`config.mk`:
```
export PLATFORM = sky130hd
export DESIGN_NAME = axil_master_bridge
export DESIGN_NICKNAME = d
export VERILOG_FILES = /design/src/rtl/axil_master_bridge_pkg.sv /design/src/rtl/axil_lane_format.sv /design/src/rtl/axil_master_bridge.sv
export SDC_FILE = /design/constraint.sdc
export NUM_CORES = 1
export LEC_CHECK = 0
export ABC_AREA = 1
export CORE_MARGIN = 2
export CORE_UTILIZATION = 46
export CTS_CLUSTER_SIZE = 40
export DETAILED_ROUTE_END_ITERATION = 10
export GPL_TIMING_DRIVEN = 0
export HOLD_SLACK_MARGIN = 0.02
export PLACE_DENSITY = 0.81
export SETUP_SLACK_MARGIN = 0.15
export SYNTH_ARGS = -nofsm -noshare
export SYNTH_HDL_FRONTEND = slang
export SYNTH_SLANG_ARGS = --single-unit
```
`constraint.sdc`:
```
create_clock -name axi_aclk_i -period 2.19 [get_ports axi_aclk_i]
set_input_delay 0.219 -clock axi_aclk_i [delete_from_list [all_inputs] [get_ports axi_aclk_i]]
set_output_delay 0.219 -clock axi_aclk_i [all_outputs]
set_load 0.1 [all_outputs]
```
`src/rtl/axil_master_bridge_pkg.sv`:
```
// Shared definitions for the AXI4-Lite master bridge: memory operation codes,
// FSM states, AXI response codes and request decode helpers.
package axil_master_bridge_pkg;

    localparam logic [2:0] MEM_LB  = 3'd0;
    localparam logic [2:0] MEM_LBU = 3'd1;
    localparam logic [2:0] MEM_LH  = 3'd2;
    localparam logic [2:0] MEM_LHU = 3'd3;
    localparam logic [2:0] MEM_LW  = 3'd4;
    localparam logic [2:0] MEM_SB  = 3'd5;
    localparam logic [2:0] MEM_SH  = 3'd6;
    localparam logic [2:0] MEM_SW  = 3'd7;

    localparam logic [1:0] RespOkay   = 2'b00;
    localparam logic [1:0] RespSlverr = 2'b10;

    typedef enum logic [2:0] {
        StBosta,
        StOkuAdres,
        StOkuVeri,
        StYaz,
        StYazYanit,
        StHata
    } durum_e;

    function automatic logic op_is_load(input logic [2:0] op);
        return op inside {MEM_LB, MEM_LBU, MEM_LH, MEM_LHU, MEM_LW};
    endfunction

    function automatic logic op_is_store(input logic [2:0] op);
        return op inside {MEM_SB, MEM_SH, MEM_SW};
    endfunction

    function automatic logic op_misaligned(input logic [2:0] op, input logic [1:0] addr_lo);
        case (op)
            MEM_LH, MEM_LHU, MEM_SH: return addr_lo[0];
            MEM_LW, MEM_SW:          return addr_lo != 2'b00;
            default:                 return 1'b0;
        endcase
    endfunction

endpackage

```
`src/rtl/axil_lane_format.sv`:
```
// Combinational byte-lane steering: store data/strobe placement on the bus and
// load lane extraction with sign or zero extension.
module axil_lane_format
    import axil_master_bridge_pkg::*;
#(
    parameter int unsigned DATA_W = 32
) (
    input  logic [2:0]                  st_op_i,
    input  logic [$clog2(DATA_W/8)-1:0] st_off_i,
    input  logic [31:0]                 st_data_i,
    output logic [DATA_W-1:0]           st_wdata_o,
    output logic [DATA_W/8-1:0]         st_wstrb_o,
    input  logic [2:0]                  ld_op_i,
    input  logic [$clog2(DATA_W/8)-1:0] ld_off_i,
    input  logic [DATA_W-1:0]           ld_rdata_i,
    output logic [31:0]                 ld_data_o
);
    localparam int unsigned STRB_W = DATA_W / 8;

    logic [STRB_W-1:0] strb_base;
    logic [31:0]       lane;

    // The operand lane is repeated across the whole bus, so every aligned offset
    // already carries the data; shifting by off*8 leaves the pattern unchanged.
    always_comb begin
        st_wdata_o = '0;
        strb_base  = '0;
        case (st_op_i)
            MEM_SB: begin
                st_wdata_o = {(DATA_W/8){st_data_i[7:0]}};
                strb_base  = STRB_W'(4'b0001);
            end
            MEM_SH: begin
                st_wdata_o = {(DATA_W/16){st_data_i[15:0]}};
                strb_base  = STRB_W'(4'b0011);
            end
            MEM_SW: begin
                st_wdata_o = {(DATA_W/32){st_data_i}};
                strb_base  = STRB_W'(4'b1111);
            end
            default: ;
        endcase
        st_wstrb_o = strb_base << st_off_i;
    end

    always_comb begin
        lane = 32'(ld_rdata_i >> {ld_off_i, 3'b000});
        case (ld_op_i)
            MEM_LB:  ld_data_o = {{24{lane[7]}}, lane[7:0]};
            MEM_LBU: ld_data_o = {24'h0, lane[7:0]};
            MEM_LH:  ld_data_o = {{16{lane[15]}}, lane[15:0]};
            MEM_LHU: ld_data_o = {16'h0, lane[15:0]};
            MEM_LW:  ld_data_o = lane;
            default: ld_data_o = '0;
        endcase
    end

endmodule

```
`src/rtl/axil_master_bridge.sv`:
```
// AXI4-Lite master turning one load/store request into a single bus transaction,
// one outstanding at a time, with registered bus and response outputs.
module axil_master_bridge
    import axil_master_bridge_pkg::*;
#(
    parameter int unsigned ADDR_W = 32,
    parameter int unsigned DATA_W = 32
) (
    input  logic                axi_aclk_i,
    input  logic                axi_aresetn_i,
    input  logic                istek_gecerli_i,
    output logic                istek_hazir_o,
    input  logic [2:0]          buyruk_turu_i,
    input  logic [ADDR_W-1:0]   address_i,
    input  logic [31:0]         data_i,
    output logic                yanit_gecerli_o,
    output logic [31:0]         okunan_veri_o,
    output logic                yanit_hata_o,
    output logic [1:0]          yanit_resp_o,
    output logic [ADDR_W-1:0]   axi_araddr_o,
    output logic                axi_arvalid_o,
    input  logic                axi_arready_i,
    output logic [2:0]          axi_arprot_o,
    input  logic [DATA_W-1:0]   axi_rdata_i,
    input  logic [1:0]          axi_rresp_i,
    input  logic                axi_rvalid_i,
    output logic                axi_rready_o,
    output logic [ADDR_W-1:0]   axi_awaddr_o,
    output logic                axi_awvalid_o,
    input  logic                axi_awready_i,
    output logic [2:0]          axi_awprot_o,
    output logic [DATA_W-1:0]   axi_wdata_o,
    output logic [DATA_W/8-1:0] axi_wstrb_o,
    output logic                axi_wvalid_o,
    input  logic                axi_wready_i,
    input  logic [1:0]          axi_bresp_i,
    input  logic                axi_bvalid_i,
    output logic                axi_bready_o
);
    localparam int unsigned STRB_W = DATA_W / 8;
    localparam int unsigned OFF_W  = $clog2(STRB_W);

    durum_e              state_q, state_d;
    logic [2:0]          op_q, op_d;
    logic [OFF_W-1:0]    off_q, off_d;
    logic [ADDR_W-1:0]   araddr_q, araddr_d;
    logic                arvalid_q, arvalid_d;
    logic                rready_q, rready_d;
    logic [ADDR_W-1:0]   awaddr_q, awaddr_d;
    logic                awvalid_q, awvalid_d;
    logic [DATA_W-1:0]   wdata_q, wdata_d;
    logic [STRB_W-1:0]   wstrb_q, wstrb_d;
    logic                wvalid_q, wvalid_d;
    logic                bready_q, bready_d;
    logic                yanit_gecerli_q, yanit_gecerli_d;
    logic [31:0]         okunan_veri_q, okunan_veri_d;
    logic                yanit_hata_q, yanit_hata_d;
    logic [1:0]          yanit_resp_q, yanit_resp_d;

    logic [ADDR_W-1:0]   bus_addr;
    logic [DATA_W-1:0]   fmt_wdata;
    logic [STRB_W-1:0]   fmt_wstrb;
    logic [31:0]         fmt_load;
    logic                aw_ok, w_ok;

    axil_lane_format #(
        .DATA_W(DATA_W)
    ) u_lane_format (
        .st_op_i   (buyruk_turu_i),
        .st_off_i  (address_i[OFF_W-1:0]),
        .st_data_i (data_i),
        .st_wdata_o(fmt_wdata),
        .st_wstrb_o(fmt_wstrb),
        .ld_op_i   (op_q),
        .ld_off_i  (off_q),
        .ld_rdata_i(axi_rdata_i),
        .ld_data_o (fmt_load)
    );

    always_comb begin
        bus_addr              = address_i;
        bus_addr[OFF_W-1:0]   = '0;
    end

    always_comb begin
        state_d         = state_q;
        op_d            = op_q;
        off_d           = off_q;
        araddr_d        = araddr_q;
        arvalid_d       = arvalid_q;
        rready_d        = rready_q;
        awaddr_d        = awaddr_q;
        awvalid_d       = awvalid_q;
        wdata_d         = wdata_q;
        wstrb_d         = wstrb_q;
        wvalid_d        = wvalid_q;
        bready_d        = bready_q;
        yanit_gecerli_d = 1'b0;
        okunan_veri_d   = okunan_veri_q;
        yanit_hata_d    = yanit_hata_q;
        yanit_resp_d    = yanit_resp_q;
        aw_ok           = 1'b0;
        w_ok            = 1'b0;

        case (state_q)
            StBosta: begin
                if (istek_gecerli_i) begin
                    op_d  = buyruk_turu_i;
                    off_d = address_i[OFF_W-1:0];
                    if (op_misaligned(buyruk_turu_i, address_i[1:0]) ||
                        !(op_is_load(buyruk_turu_i) || op_is_store(buyruk_turu_i))) begin
                        state_d = StHata;
                    end else if (op_is_load(buyruk_turu_i)) begin
                        state_d   = StOkuAdres;
                        araddr_d  = bus_addr;
                        arvalid_d = 1'b1;
                    end else begin
                        state_d   = StYaz;
                        awaddr_d  = bus_addr;
                        awvalid_d = 1'b1;
                        wdata_d   = fmt_wdata;
                        wstrb_d   = fmt_wstrb;
                        wvalid_d  = 1'b1;
                    end
                end
            end
            StOkuAdres: begin
                if (axi_arready_i) begin
                    state_d   = StOkuVeri;
                    araddr_d  = '0;
                    arvalid_d = 1'b0;
                    rready_d  = 1'b1;
                end
            end
            StOkuVeri: begin
                if (axi_rvalid_i) begin
                    state_d         = StBosta;
                    rready_d        = 1'b0;
                    yanit_gecerli_d = 1'b1;
                    yanit_resp_d    = axi_rresp_i;
                    yanit_hata_d    = axi_rresp_i != RespOkay;
                    okunan_veri_d   = (axi_rresp_i == RespOkay) ? fmt_load : 32'h0;
                end
            end
            StYaz: begin
                // A channel already handshaken earlier counts as done.
                aw_ok = !awvalid_q || axi_awready_i;
                w_ok  = !wvalid_q || axi_wready_i;
                if (awvalid_q && axi_awready_i) begin
                    awvalid_d = 1'b0;
                    awaddr_d  = '0;
                end
                if (wvalid_q && axi_wready_i) begin
                    wvalid_d = 1'b0;
                    wdata_d  = '0;
                    wstrb_d  = '0;
                end
                if (aw_ok && w_ok) begin
                    state_d  = StYazYanit;
                    bready_d = 1'b1;
                end
            end
            StYazYanit: begin
                if (axi_bvalid_i) begin
                    state_d         = StBosta;
                    bready_d        = 1'b0;
                    yanit_gecerli_d = 1'b1;
                    yanit_resp_d    = axi_bresp_i;
                    yanit_hata_d    = axi_bresp_i != RespOkay;
                    okunan_veri_d   = 32'h0;
                end
            end
            StHata: begin
                state_d         = StBosta;
                yanit_gecerli_d = 1'b1;
                yanit_resp_d    = RespSlverr;
                yanit_hata_d    = 1'b1;
                okunan_veri_d   = 32'h0;
            end
            default: state_d = StBosta;
        endcase
    end

    always_ff @(posedge axi_aclk_i) begin
        if (!axi_aresetn_i) begin
            state_q         <= StBosta;
            op_q            <= '0;
            off_q           <= '0;
            araddr_q        <= '0;
            arvalid_q       <= 1'b0;
            rready_q        <= 1'b0;
            awaddr_q        <= '0;
            awvalid_q       <= 1'b0;
            wdata_q         <= '0;
            wstrb_q         <= '0;
            wvalid_q        <= 1'b0;
            bready_q        <= 1'b0;
            yanit_gecerli_q <= 1'b0;
            okunan_veri_q   <= '0;
            yanit_hata_q    <= 1'b0;
            yanit_resp_q    <= '0;
        end else begin
            state_q         <= state_d;
            op_q            <= op_d;
            off_q           <= off_d;
            araddr_q        <= araddr_d;
            arvalid_q       <= arvalid_d;
            rready_q        <= rready_d;
            awaddr_q        <= awaddr_d;
            awvalid_q       <= awvalid_d;
            wdata_q         <= wdata_d;
            wstrb_q         <= wstrb_d;
            wvalid_q        <= wvalid_d;
            bready_q        <= bready_d;
            yanit_gecerli_q <= yanit_gecerli_d;
            okunan_veri_q   <= okunan_veri_d;
            yanit_hata_q    <= yanit_hata_d;
            yanit_resp_q    <= yanit_resp_d;
        end
    end

    assign istek_hazir_o   = state_q == StBosta;
    assign yanit_gecerli_o = yanit_gecerli_q;
    assign okunan_veri_o   = okunan_veri_q;
    assign yanit_hata_o    = yanit_hata_q;
    assign yanit_resp_o    = yanit_resp_q;
    assign axi_araddr_o    = araddr_q;
    assign axi_arvalid_o   = arvalid_q;
    assign axi_arprot_o    = 3'b000;
    assign axi_rready_o    = rready_q;
    assign axi_awaddr_o    = awaddr_q;
    assign axi_awvalid_o   = awvalid_q;
    assign axi_awprot_o    = 3'b000;
    assign axi_wdata_o     = wdata_q;
    assign axi_wstrb_o     = wstrb_q;
    assign axi_wvalid_o    = wvalid_q;
    assign axi_bready_o    = bready_q;

endmodule

```
After elaboration in Yosys (flattened, before gate mapping)
Index checks and enable logic that the tools add are counted. Widths: inputs -> output; s select.

Register bits after elaboration: 149. Bits in latches: 0. Memory bits (writable): 0. Memory bits (read-only): 0. Output and inout port bits: 148. Word-level logic and storage cells: 143. Memories kept: 0.

$add $sub $neg: 0. Multipliers: 0. Divide/modulo/power cells: 0. $lt $le $gt $ge: 0. Equality and inequality tests: 26. Shifts and indexed selects: 2. Mux-type cells: 65. Bitwise logic cells: 0. Reduce and logical (&&, ||, !) cells: 34.

Operator list (number): $mux 32 (15); $pmux 32 s2 (3); $pmux 32 s3 (2); $pmux 32 s5 (1); $shr 32x5->32 (1); $eq 3x3->1 const B (7); $reduce_and 5->1 (4); $mux 1 (19); $eq 3x2->1 const B (6); $mux 3 (6); $ne 2x2->1 const B (9); $mux 4 (4); $pmux 3 s5 (1); $reduce_bool 2->1 (7); $pmux 1 s2 (6); $pmux 4 s3 (1); $eq 3x1->1 const B (3); $logic_not 3->1 (3); $reduce_and 3->1 (3); $pmux 4 s2 (1); $mux 2 (3); $pmux 1 s3 (2); $pmux 2 s3 (1); $reduce_bool 3->1 (2); other kinds (10) (17).

Longest topological paths before layout
Gate-level depths: netlist of run 1.

Depth in word-level cells: 9. Depth in mapped cells: 11. Gate-level depth less buffers: 9.

Modules after synthesis
From an unflattened synthesis of run 1, not the netlist that was laid out.

Cell total of the unflattened synthesis: 1194. Area, all modules: 7877.6 µm².

By module, submodules not included: axil_master_bridge (instances 1, cells each 890, area an instance 6466.2 µm², seq. area each 2902.8 µm²); axil_lane_format (instances 1, cells each 304, area an instance 1411.4 µm², seq. area each 0.0 µm²).

Least setup slack after synthesis of run 1
Ideal clock, no wire load.

Path kind: register -> register. From: register state_q[1]. To: register wdata_q[2] (netlist: axi_wdata_o[2]). Setup time: 0.132 ns. Arrival time: 2.183 ns. Data required time: 2.058 ns. Setup slack: -0.125 ns. Cell stages (with the launch flop): 10. Clock period less this slack: 2.315 ns. Cell sequence: dfxtp_1 buf_2 nor3_4 nand2_1 nand2_1 nor2_2 buf_4 buf_6 nand3_1 a21oi_1.

Longest elaborated chain between the ends: 3.

Ends and longest elaborated chain: from (decl) (RTL line axil_master_bridge.sv:43) `durum_e state_q, state_d;`; from (signal assigned) (RTL line axil_master_bridge.sv:186) `state_q <= StBosta;`; from (signal assigned) (RTL line axil_master_bridge.sv:203) `state_q <= state_d;`; $logic_not 3->1 (*); named net istek_hazir_o (RTL line axil_master_bridge.sv:12) `output logic istek_hazir_o,`; $ne 2x2->1 (no line) or $reduce_bool 2->1 (tied branches); $reduce_and 5->1 (no line); to (signal assigned) (RTL line axil_master_bridge.sv:211) `wdata_q <= wdata_d;`; to (decl) (RTL line axil_master_bridge.sv:51) `logic [DATA_W-1:0] wdata_q, wdata_d;`.

The timed path passes the listed nets; every way through them passes the cells marked *. A chain may end at the register's enable or synchronous reset.

Worst setup path after layout of run 1
From: register state_q[0]. To: output port istek_hazir_o.

Longest elaborated chain between the ends: 1.

Ends and longest elaborated chain: $logic_not 3->1 (RTL line axil_master_bridge.sv:222) `assign istek_hazir_o = state_q == StBosta;`; to (decl) (RTL line axil_master_bridge.sv:12).

No other way between the ends.

==> results of run 1 <==
## routing by layer
layer | part of all wire | track usage | vias up
li1 | - | - | 4314
met1 | 0.41 | 0.400 | 4067
met2 | 0.46 | 0.483 | 449
met3 | 0.10 | 0.0826 | 62
met4 | 0.031 | 0.118 | 0
met5 | 0 | 0 | -
## metrics by stage
step | hold WS, ps | util
6_report | 413 | 0.679
5_1_grt | 456 | 0.679
4_1_cts | 395 | 0.678
3_5_place_dp | 440 | 0.649
3_3_place_gp | 437 | 0.649
2_1_floorplan | 355 | -
## timing repair
item | in CTS | in global routing
setup endpoints to repair | 140 | 66
gates resized for setup | 141 | 10
pin swaps | 0 | 0
## worst max path at each step
stage	startpoint	end	slack, ps	depth (start not counted)
2_1_floorplan	state_q[1]	axi_wdata_o[2]	-40	9
3_3_place_gp	axi_aresetn_i	axi_wdata_o[23]	-90	5
3_5_place_dp	axi_aresetn_i	axi_wdata_o[23]	-130	5
4_1_cts	state_q[0]	istek_hazir_o	110	2
5_1_grt	axi_aresetn_i	okunan_veri_o[24]	150	5
6_report	state_q[0]	istek_hazir_o	230	2
## critical path, stage by stage (launching register included)
cell and delay (ps):
dfxtp_1 390, nor3_4 390, buf_2 530
## synth_stat cells
| cell type | n |
|---|---|
| nand4_1 | 50 |
| dfxtp_1 | 145 |
| inv_2 | 6 |
| nor3_2 | 1 |
| nor2_1 | 89 |
| clkbuf_1 | 47 |
| nor3_1 | 3 |
| a21boi_4 | 1 |
| nor2_4 | 1 |
| a21oi_1 | 150 |
| inv_1 | 75 |
| nand3_1 | 186 |
| o21ai_1 | 2 |
| buf_1 | 6 |
| nor2_2 | 2 |
| buf_6 | 7 |
| nor3_4 | 1 |
| o21ai_0 | 18 |
| o211ai_1 | 5 |
| nand2_1 | 298 |
| nand2_4 | 1 |
| conb_1 | 1 |
| nand2_2 | 3 |
| buf_4 | 17 |
| a31oi_1 | 2 |
| buf_2 | 24 |
## registers in the layout, summed over array words and instances (netlist names)
register,count
yanit_resp_o,2
off_q,2
axi_bready_o,1
state_q,3
axi_araddr_o,30
axi_wvalid_o,1
yanit_hata_o,1
okunan_veri_o,32
axi_awaddr_o,30
axi_rready_o,1
yanit_gecerli_o,1
op_q,3
axi_wdata_o,32
axi_arvalid_o,1
axi_awvalid_o,1
axi_wstrb_o,4
## cells in the final DEF (no fill, tap or decap), types with 16 or more instances in the layout
cell type,instances
nand2_1,295
nand3_1,186
a21oi_1,150
dfxtp_1,144
dlygate4sd2_1,137
clkdlybuf4s50_1,108
nor2_1,88
inv_1,75
nand4_1,50
clkbuf_1,44
buf_2,18
o21ai_0,18
clkbuf_16,17
buf_6,16
## logic make-up after synthesis
kind of cell | share of synthesized area
AND/OR/NAND/NOR | 0.375
flip-flops | 0.390
buffers and inverters | 0.111
other | 0.000504
AO/OA/AOI/OAI | 0.123
## power groups by stage
stage          clock network (mW)  logic, mW  registers (mW)
6_report                     3.14       4.68            3.06
5_1_grt                      3.26       4.95            3.09
4_1_cts                      3.15       4.65            3.06
3_5_place_dp                    0       4.79            3.12
3_3_place_gp                    0       4.76            3.11
2_1_floorplan                   0       1.84            4.82
## layout make-up
| cell class | instances | area [um^2] |
|---|---|---|
| multi-input combinational | 823 | 3760 |
| inverter | 81 | 304 |
| fill | 1481 | 5080 |
| antenna | 1 | 2.50 |
| buffer | 101 | 582 |
| clock inverter | 14 | 204 |
| timing repair buffer | 246 | 2290 |
| sequential | 145 | 2900 |
| tap | 216 | 270 |
| clock buffer | 18 | 429 |
==> metrics.cfg, run 1 <==
[run_status]
status = finished clean

[worst_hold_path]
hold_path_class = input port to register
hold_path.startpoint = buyruk_turu_i[1]
hold_end = axi_wdata_o[24]
whs_path_depth = 7

[cells_and_area]
syn_to_final_growth_pct = 44.3
nNetsFinal = 1526
final_cells = 1645
drive_above_1_share = 0.0735
finalInstanceArea_mm2 = 0.0107

[routing]
drt_wl_total_um = 27200
vias = 8892
wl_per_cell_um = 16.5
vias_per_cell = 5.41
drtIter0Drc = 648
drtPass1Iterations = 8
ant_nets = 0
drc_errors = 0

[floorplan]
die_h_um = 131
dieArea_mm2 = 0.0172
core-area_mm2 = 0.0158
die_x_um = 131
initial_core_util = 0.471
ios = 259
fp-row-count = 46

[timing]
rsz0062_at_grt = no
slew_viol_final = 0
slew_headroom = 0.302
hold_violations = 0
period_needed_ps = 1960
fin_crit_sh = 0.895
fin_skew_ps = 6.48
finalSetupViolCount = 0
setup-tns-final_ps = 0
max_freq_ghz = 0.510
tightestPinTransition_ps = 1050
final.setup.worst_slack_ps = 229

[placed_design]
gp_congestion = 0.979
place_area_mm2 = 0.0103
place_hpwl_um = 20400
portBuffers = 246
pre_cts_slack_ps = -128
post-place-cells = 1612

[clock_network]
post_cts_buffers = 0
cts_tree = yes
hold_buffers = 0
clockBufferDepth = 2
cts_sinks = 145
clock_latency_ps = 430
clk_pin_slew_ps = 60
numCtsBuffers = 17
htree_levels = 4
root_buffer = clkbuf_16

[power]
leakagePower_nw = 5.06
swShare = 0.452
total_power_mw = 10.9
power.internal_mw = 5.96
power_frac_comb = 0.430
p_sw_mw = 4.92
power_density_mw_per_mm2 = 1010
p_clk_frac = 0.289
peakVddDrop_uv = 643
p_seq_frac = 0.281

[setup_path]
critical_path_class = register to output port
worst_setup_path_end_kind = output port
rr_endpoint = okunan_veri_o[22]
ff2ff_path_depth = 8
arrival_ps = 1740
cp_max_fo = 9
r2r_setup_slack_ps = 240
critPathRequiredTime_ps = 1970
r2r-start = off_q[0]
startpoint_type = register

[synth]
yosysTopAreaCell = dfxtp_1
ys_top_cells_by_area = dfxtp_1, nand2_1, nand3_1, a21oi_1, nor2_1
synth.distinct_cells = 26
synth_area_mm2 = 0.00745
syn_avg_cell_area_um2 = 6.53
synth.top_cell.area_share = 0.390
synth_cells = 1141
ys_ff_latch = 145
ys_seq_area_frac = 0.390
yosys_warnings = 0

[global_routing]
grt_overflow = 0
grt_pass1_wl_um = 42500
grt_start_max_net_pins = 17
grt_pass1_vias = 8184
antenna_found_initial = 1
track_usage = 0.306

[job]
drv_cap = 0

(Power assumes the default switching activity.)
==> run 2, diff against run 1 <==
==> constraint.sdc (replaced) <==
create_clock -name axi_aclk_i -period 1.87 [get_ports axi_aclk_i]
set_input_delay 0.187 -clock axi_aclk_i [delete_from_list [all_inputs] [get_ports axi_aclk_i]]
set_output_delay 0.187 -clock axi_aclk_i [all_outputs]
set_load 0.1 [all_outputs]
==> metrics.cfg, run 2 (synthesis gave the netlist of run 1 again) <==
[setup_path]
startpoint_type = register
critical_path_class = register to register
startpoint = state_q[1]
critPathRequiredTime_ps = 2210  ; +240 ps
arrival_ps = 2140  ; +400 ps
cp_max_fo = 8  ; -1
r2r-start = state_q[1]
worst_setup_path_end_kind = register

[cells_and_area]
final_cell_mix = nand2_1, nand3_1, dfxtp_1
nNetsFinal = 1553  ; +1.8%
finalInstanceArea_mm2 = 0.0119  ; +10%
drive_above_1_share = 0.239  ; +0.166
syn_to_final_growth_pct = 59.2
antenna_cells = 0  ; -1
layout_commonest_cell = nand2_1

[global_routing]
antenna_found_initial = 0  ; -1
grt_pass1_vias = 8195  ; +0.13%
grt_pass1_wl_um = 42600  ; +0.11%
grt_overflow = 0  ; unchanged
grt_start_max_net_pins = 17  ; unchanged
track_usage = 0.307  ; +0.000506

[power]
power_density_mw_per_mm2 = 1140  ; +13%
power.internal_mw = 7.40  ; +24%
leakagePower_nw = 4.79  ; -5.3%
swShare = 0.453  ; +0.000879
p_sw_mw = 6.14  ; +25%
power_frac_comb = 0.480  ; +0.050
peakVddDrop_uv = 794  ; +23%
p_seq_frac = 0.266  ; -0.015
p_clk_frac = 0.254  ; -0.035

[timing]
slew_headroom = 0.601  ; +0.300
period_needed_ps = 1800
rsz0062_at_grt = yes
fin_crit_sh = 0.963
finalSetupViolCount = 0  ; unchanged
slew_viol_final = 0  ; unchanged
hold_violations = 0  ; unchanged
fin_skew_ps = 8.35  ; +1.87 ps
holdWs_ps = 376  ; -36.2 ps
max_freq_ghz = 0.555
setup-tns-final_ps = 0  ; unchanged
tightestPinTransition_ps = 598  ; -454 ps

[run_status]
status = finished clean

[routing]
drtPass1Iterations = 8  ; unchanged
drt_wl_total_um = 29200  ; +7.3%
vias_per_cell = 5.50  ; +1.7%
drtIter0Drc = 945  ; +46%
vias = 9185  ; +3.3%
wl_per_cell_um = 17.5  ; +5.7%
ant_nets = 0  ; unchanged
drc_errors = 0  ; unchanged

[clock_network]
htree_levels = 4  ; unchanged
root_buffer = clkbuf_16
cts_tree = yes
numCtsBuffers = 17  ; unchanged
clockBufferDepth = 2  ; unchanged
clk_pin_slew_ps = 60  ; about the same
cts_sinks = 145  ; unchanged
clock_latency_ps = 430  ; about the same
hold_buffers = 0  ; unchanged

[floorplan]
die_x_um = 131  ; unchanged
fp-row-count = 46  ; unchanged
ios = 259  ; unchanged
core-area_mm2 = 0.0158  ; unchanged
die_h_um = 131  ; unchanged
dieArea_mm2 = 0.0172  ; unchanged
initial_core_util = 0.471  ; unchanged

[placed_design]
gp_congestion = 0.962  ; -1.7%
place_hpwl_um = 20600  ; +0.85%
place_area_mm2 = 0.0103  ; unchanged
portBuffers = 246  ; unchanged

[job]
drv_cap = 0  ; unchanged

[worst_hold_path]
hold_path_class = input port to register
hold_path.startpoint = buyruk_turu_i[1]

## run 2: cell types whose count changed in the layout (fill, tap and decap cells not counted), sizes merged
cell	previous run	this run
clkbuf	65	76
nand2	302	303
bufinv	4	2
dlygate4sd2	137	0
clkinvlp	3	5
buf	55	70
clkdlybuf4s15	0	137
diode	1	0
## run 2: final timing paths
kind / end / slack, ps / depth (start not counted)
worst max-delay path: axi_awaddr_o[26] / 70 / 9
worst min-delay path: axi_wdata_o[9] / 380 / 7
worst max register to register: axi_awaddr_o[26] / 70 / 9
worst min register to register: axi_bready_o / 460 / 2
## run 2: metal layers
layer  vias up  wire [um]  track usage
met4         0       1100        0.116
met5         -          0            0
li1       4373          -            -
met3        81       2820       0.0853
met2       509      13500        0.489
met1      4222      11800        0.396
## run 2: what timing repair did
| action | 4_1_cts | 5_1_grt |
|---|---|---|
| gates cloned | 1 | 11 |
| pin swaps | 2 | 42 |
| setup endpoints to repair | 268 | 130 |
| resized for setup | 440 | 142 |
| setup buffers | 5 | 10 |
## run 2: layout make-up
| cell class | count | area (um^2) |
|---|---|---|
| Timing Repair Buffer | 272 | 2970 |
| Clock buffer | 18 | 439 |
| Fill cell | 1248 | 3970 |
| Multi-Input combinational cell | 824 | 4080 |
| Clock inverter | 14 | 155 |
| Buffer | 101 | 729 |
| Sequential cell | 145 | 2910 |
| Inverter | 81 | 307 |
| Tap cell | 216 | 270 |
## run 2: critical path, cell delays in order (launching register included)
cell	delay, ps
dfxtp_1	300
buf_6	130
nor3_4	300
buf_6	170
nand3_4	80
nand2_8	140
buf_12	160
clkbuf_16	140
nand3_1	80
a21oi_1	190
## run 2: metrics by stage
stage / util / setup WS [ps] / std cells / total power, mW
floorplan: - / -358 / 1150 / 7.80
global placement: 0.649 / -372 / 1612 / 9.23
detailed placement: 0.649 / -415 / 1612 / 9.27
CTS: 0.703 / 158 / 1650 / 12.7
global route: 0.749 / -0.165 / 1671 / 14.0
finish: 0.749 / 68.6 / 1671 / 13.5
## run 2: power by group through the flow
| stage | Combinational, mW | Sequential, mW | Clock (mW) |
|---|---|---|---|
| finish | 6.50 | 3.60 | 3.44 |
| floorplan | 2.15 | 5.64 | 0 |
| global route | 6.79 | 3.64 | 3.59 |
| CTS | 5.63 | 3.59 | 3.46 |
| detailed placement | 5.62 | 3.65 | 0 |
| global placement | 5.58 | 3.65 | 0 |
==> run 3, diff against run 2 <==
--- a/config.mk
+++ b/config.mk
@@ -7,12 +7,12 @@
 export LEC_CHECK = 0
 export ABC_AREA = 1
 export CORE_MARGIN = 2
-export CORE_UTILIZATION = 46
+export CORE_UTILIZATION = 40
 export CTS_CLUSTER_SIZE = 40
 export DETAILED_ROUTE_END_ITERATION = 10
 export GPL_TIMING_DRIVEN = 0
 export HOLD_SLACK_MARGIN = 0.02
-export PLACE_DENSITY = 0.81
+export PLACE_DENSITY = 0.72
 export SETUP_SLACK_MARGIN = 0.15
 export SYNTH_ARGS = -nofsm -noshare
 export SYNTH_HDL_FRONTEND = slang
==> metrics.cfg, run 3 (synthesis gave the netlist of run 1 again) <==
[power]
power_density_mw_per_mm2 = 1140  ; +0.16%
p_sw_mw = 6.00  ; -2.3%
swShare = 0.460  ; +0.00675
leakagePower_nw = 4.68  ; -2.5%
power.internal_mw = 7.04  ; -4.9%
p_seq_frac = 0.277  ; +0.011
total_power_mw = 13.0  ; -3.7%
power_frac_comb = 0.456  ; -0.024
peakVddDrop_uv = 787  ; -0.86%
p_clk_frac = 0.268  ; +0.014

[cells_and_area]
syn_to_final_growth_pct = 53.0
antenna_cells = 0  ; unchanged
final_cells = 1676  ; +0.30%
fillers = 1730  ; +39%
layout_commonest_cell = nand2_1
nNetsFinal = 1545  ; -0.52%
final_cell_mix = nand2_1, nand3_1, a21oi_1
finalInstanceArea_mm2 = 0.0114  ; -3.9%
seq_area_mm2 = 0.00291  ; unchanged
multi_input_area_mm2 = 0.00384  ; -5.8%
utilization = 0.630  ; -0.119
drive_above_1_share = 0.205  ; -0.0346

[routing]
vias = 8790  ; -4.3%
drtIter0Drc = 800  ; -15%
vias_per_cell = 5.24  ; -4.6%
drc_errors = 0  ; unchanged
wl_per_cell_um = 16.5  ; -5.6%
drt_wl_total_um = 27700  ; -5.3%
drtPass1Iterations = 5  ; -3
ant_nets = 0  ; unchanged

[worst_hold_path]
hold_path_class = input port to register
whs_path_depth = 7  ; unchanged

[timing]
rsz0062_at_grt = yes
tightestPinTransition_ps = 651  ; +52.7 ps
hold_violations = 0  ; unchanged
setup-tns-final_ps = 0  ; unchanged
slew_headroom = 0.563  ; -0.0381
period_needed_ps = 1670  ; -130 ps
fin_crit_sh = 0.894  ; -0.0696
slew_viol_final = 0  ; unchanged
holdWs_ps = 368  ; -8.30 ps
fin_skew_ps = 10.0  ; +1.68 ps
finalSetupViolCount = 0  ; unchanged
max_freq_ghz = 0.598  ; +7.8%
final.setup.worst_slack_ps = 199  ; +130 ps

[placed_design]
post-place-cells = 1625  ; +0.81%
place_area_mm2 = 0.0103  ; +0.16%
gp_congestion = 0.933  ; -3.0%
place_hpwl_um = 20300  ; -1.3%
pre_cts_slack_ps = -411  ; +4.10 ps
portBuffers = 246  ; unchanged

[job]
drv_cap = 0  ; unchanged

[clock_network]
htree_levels = 4  ; unchanged
clock_latency_ps = 430  ; about the same
numCtsBuffers = 17  ; unchanged
clockBufferDepth = 2  ; unchanged
cts_sinks = 145  ; unchanged
root_buffer = clkbuf_16
cts_tree = yes
clk_pin_slew_ps = 70  ; about the same

[global_routing]
grt_use_met1 = 0.359  ; -0.0371
grt_pass1_wl_um = 42000  ; -1.3%
grt_util_met2 = 0.436  ; -0.0523
grt_pass1_vias = 7941  ; -3.1%
met3_usage = 0.0568  ; -0.0285
grt_overflow = 0  ; unchanged
grt_busiest_layer = met2
grt_start_max_net_pins = 17  ; unchanged
track_usage = 0.267  ; -0.0399
antenna_found_initial = 0  ; unchanged

[run_status]
status = finished clean

[floorplan]
core-area_mm2 = 0.0181  ; +14%
initial_core_util = 0.412  ; -0.0588
die_h_um = 140  ; +7.0%
ios = 259  ; unchanged
dieArea_mm2 = 0.0197  ; +15%
die_x_um = 140  ; +7.0%
fp-row-count = 49  ; +6.5%

[setup_path]
ff2ff_path_depth = 8  ; -1
startpoint_type = register
slowest_stage = dfxtp_4
crit_chain = nor3_4 > buf_6 > buf_4
critical_path_class = register to output port
arrival_ps = 1480  ; -660 ps
cp_max_fo = 6  ; -2
slowest_delay_ps = 380  ; +80 ps
worst_setup_path_end_kind = output port
critPathRequiredTime_ps = 1680  ; -530 ps

==> run 3: cell count changes in the layout (fill, tap and decap cells not counted), moves of 3 or more <==
cell	delta
nand3_1	+24
clkbuf_16	-6
a21oi_1	+17
nand2_1	+3
inv_8	+5
clkbuf_4	-4
a21oi_2	-17
buf_2	+3
buf_4	+6
nand3_2	-22
buf_8	-8
==> run 3: layer usage <==
metal | up-vias | share of wire
met4 | 0 | 0.020
met1 | 4046 | 0.44
met2 | 347 | 0.46
met3 | 50 | 0.074
met5 | - | 0
li1 | 4347 | -
==> run 3: repair_timing <==
action / in CTS / in global routing
hold buffers: 0 / 0
resized for setup: 439 / 65
gates cloned: 0 / 2
pin swaps: 1 / 11
buffers inserted: 3 / 14
endpoints found under the setup margin: 267 / 132
==> run 3: area by class of cell <==
cell class,instances,share of cell area
Multi-Input combinational cell,824,0.337
Sequential cell,145,0.255
Timing Repair Buffer,264,0.244
Buffer,101,0.0592
Clock buffer,18,0.0385
Inverter,81,0.0267
Tap cell,229,0.0251
Clock inverter,14,0.0141
==> run 3: worst max-delay path, delay by kind of cell, from the launching register on <==
kind | cells | cell delay [ps]
buf+inv | 2 | 460
flops | 1 | 380
simple gates | 1 | 220
==> run 3: path summary, 6_finish.rpt <==
check	to	startpoint	slack, ps
worst max register to register	axi_awaddr_o[25]	state_q[2]	220
worst min-delay path	axi_wdata_o[24]	buyruk_turu_i[1]	370
worst max-delay path	istek_hazir_o	state_q[2]	200
worst min register to register	axi_bready_o	axi_bready_o	450
==> run 3: power by group through the flow <==
stage          logic, mW  registers [mW]  clock network (mW)
2_1_floorplan       2.15            5.64                   0
3_3_place_gp        5.58            3.66                   0
3_5_place_dp        5.59            3.66                   0
4_1_cts             5.60            3.60                3.52
5_1_grt             6.26            3.64                3.66
6_report            5.94            3.60                3.49
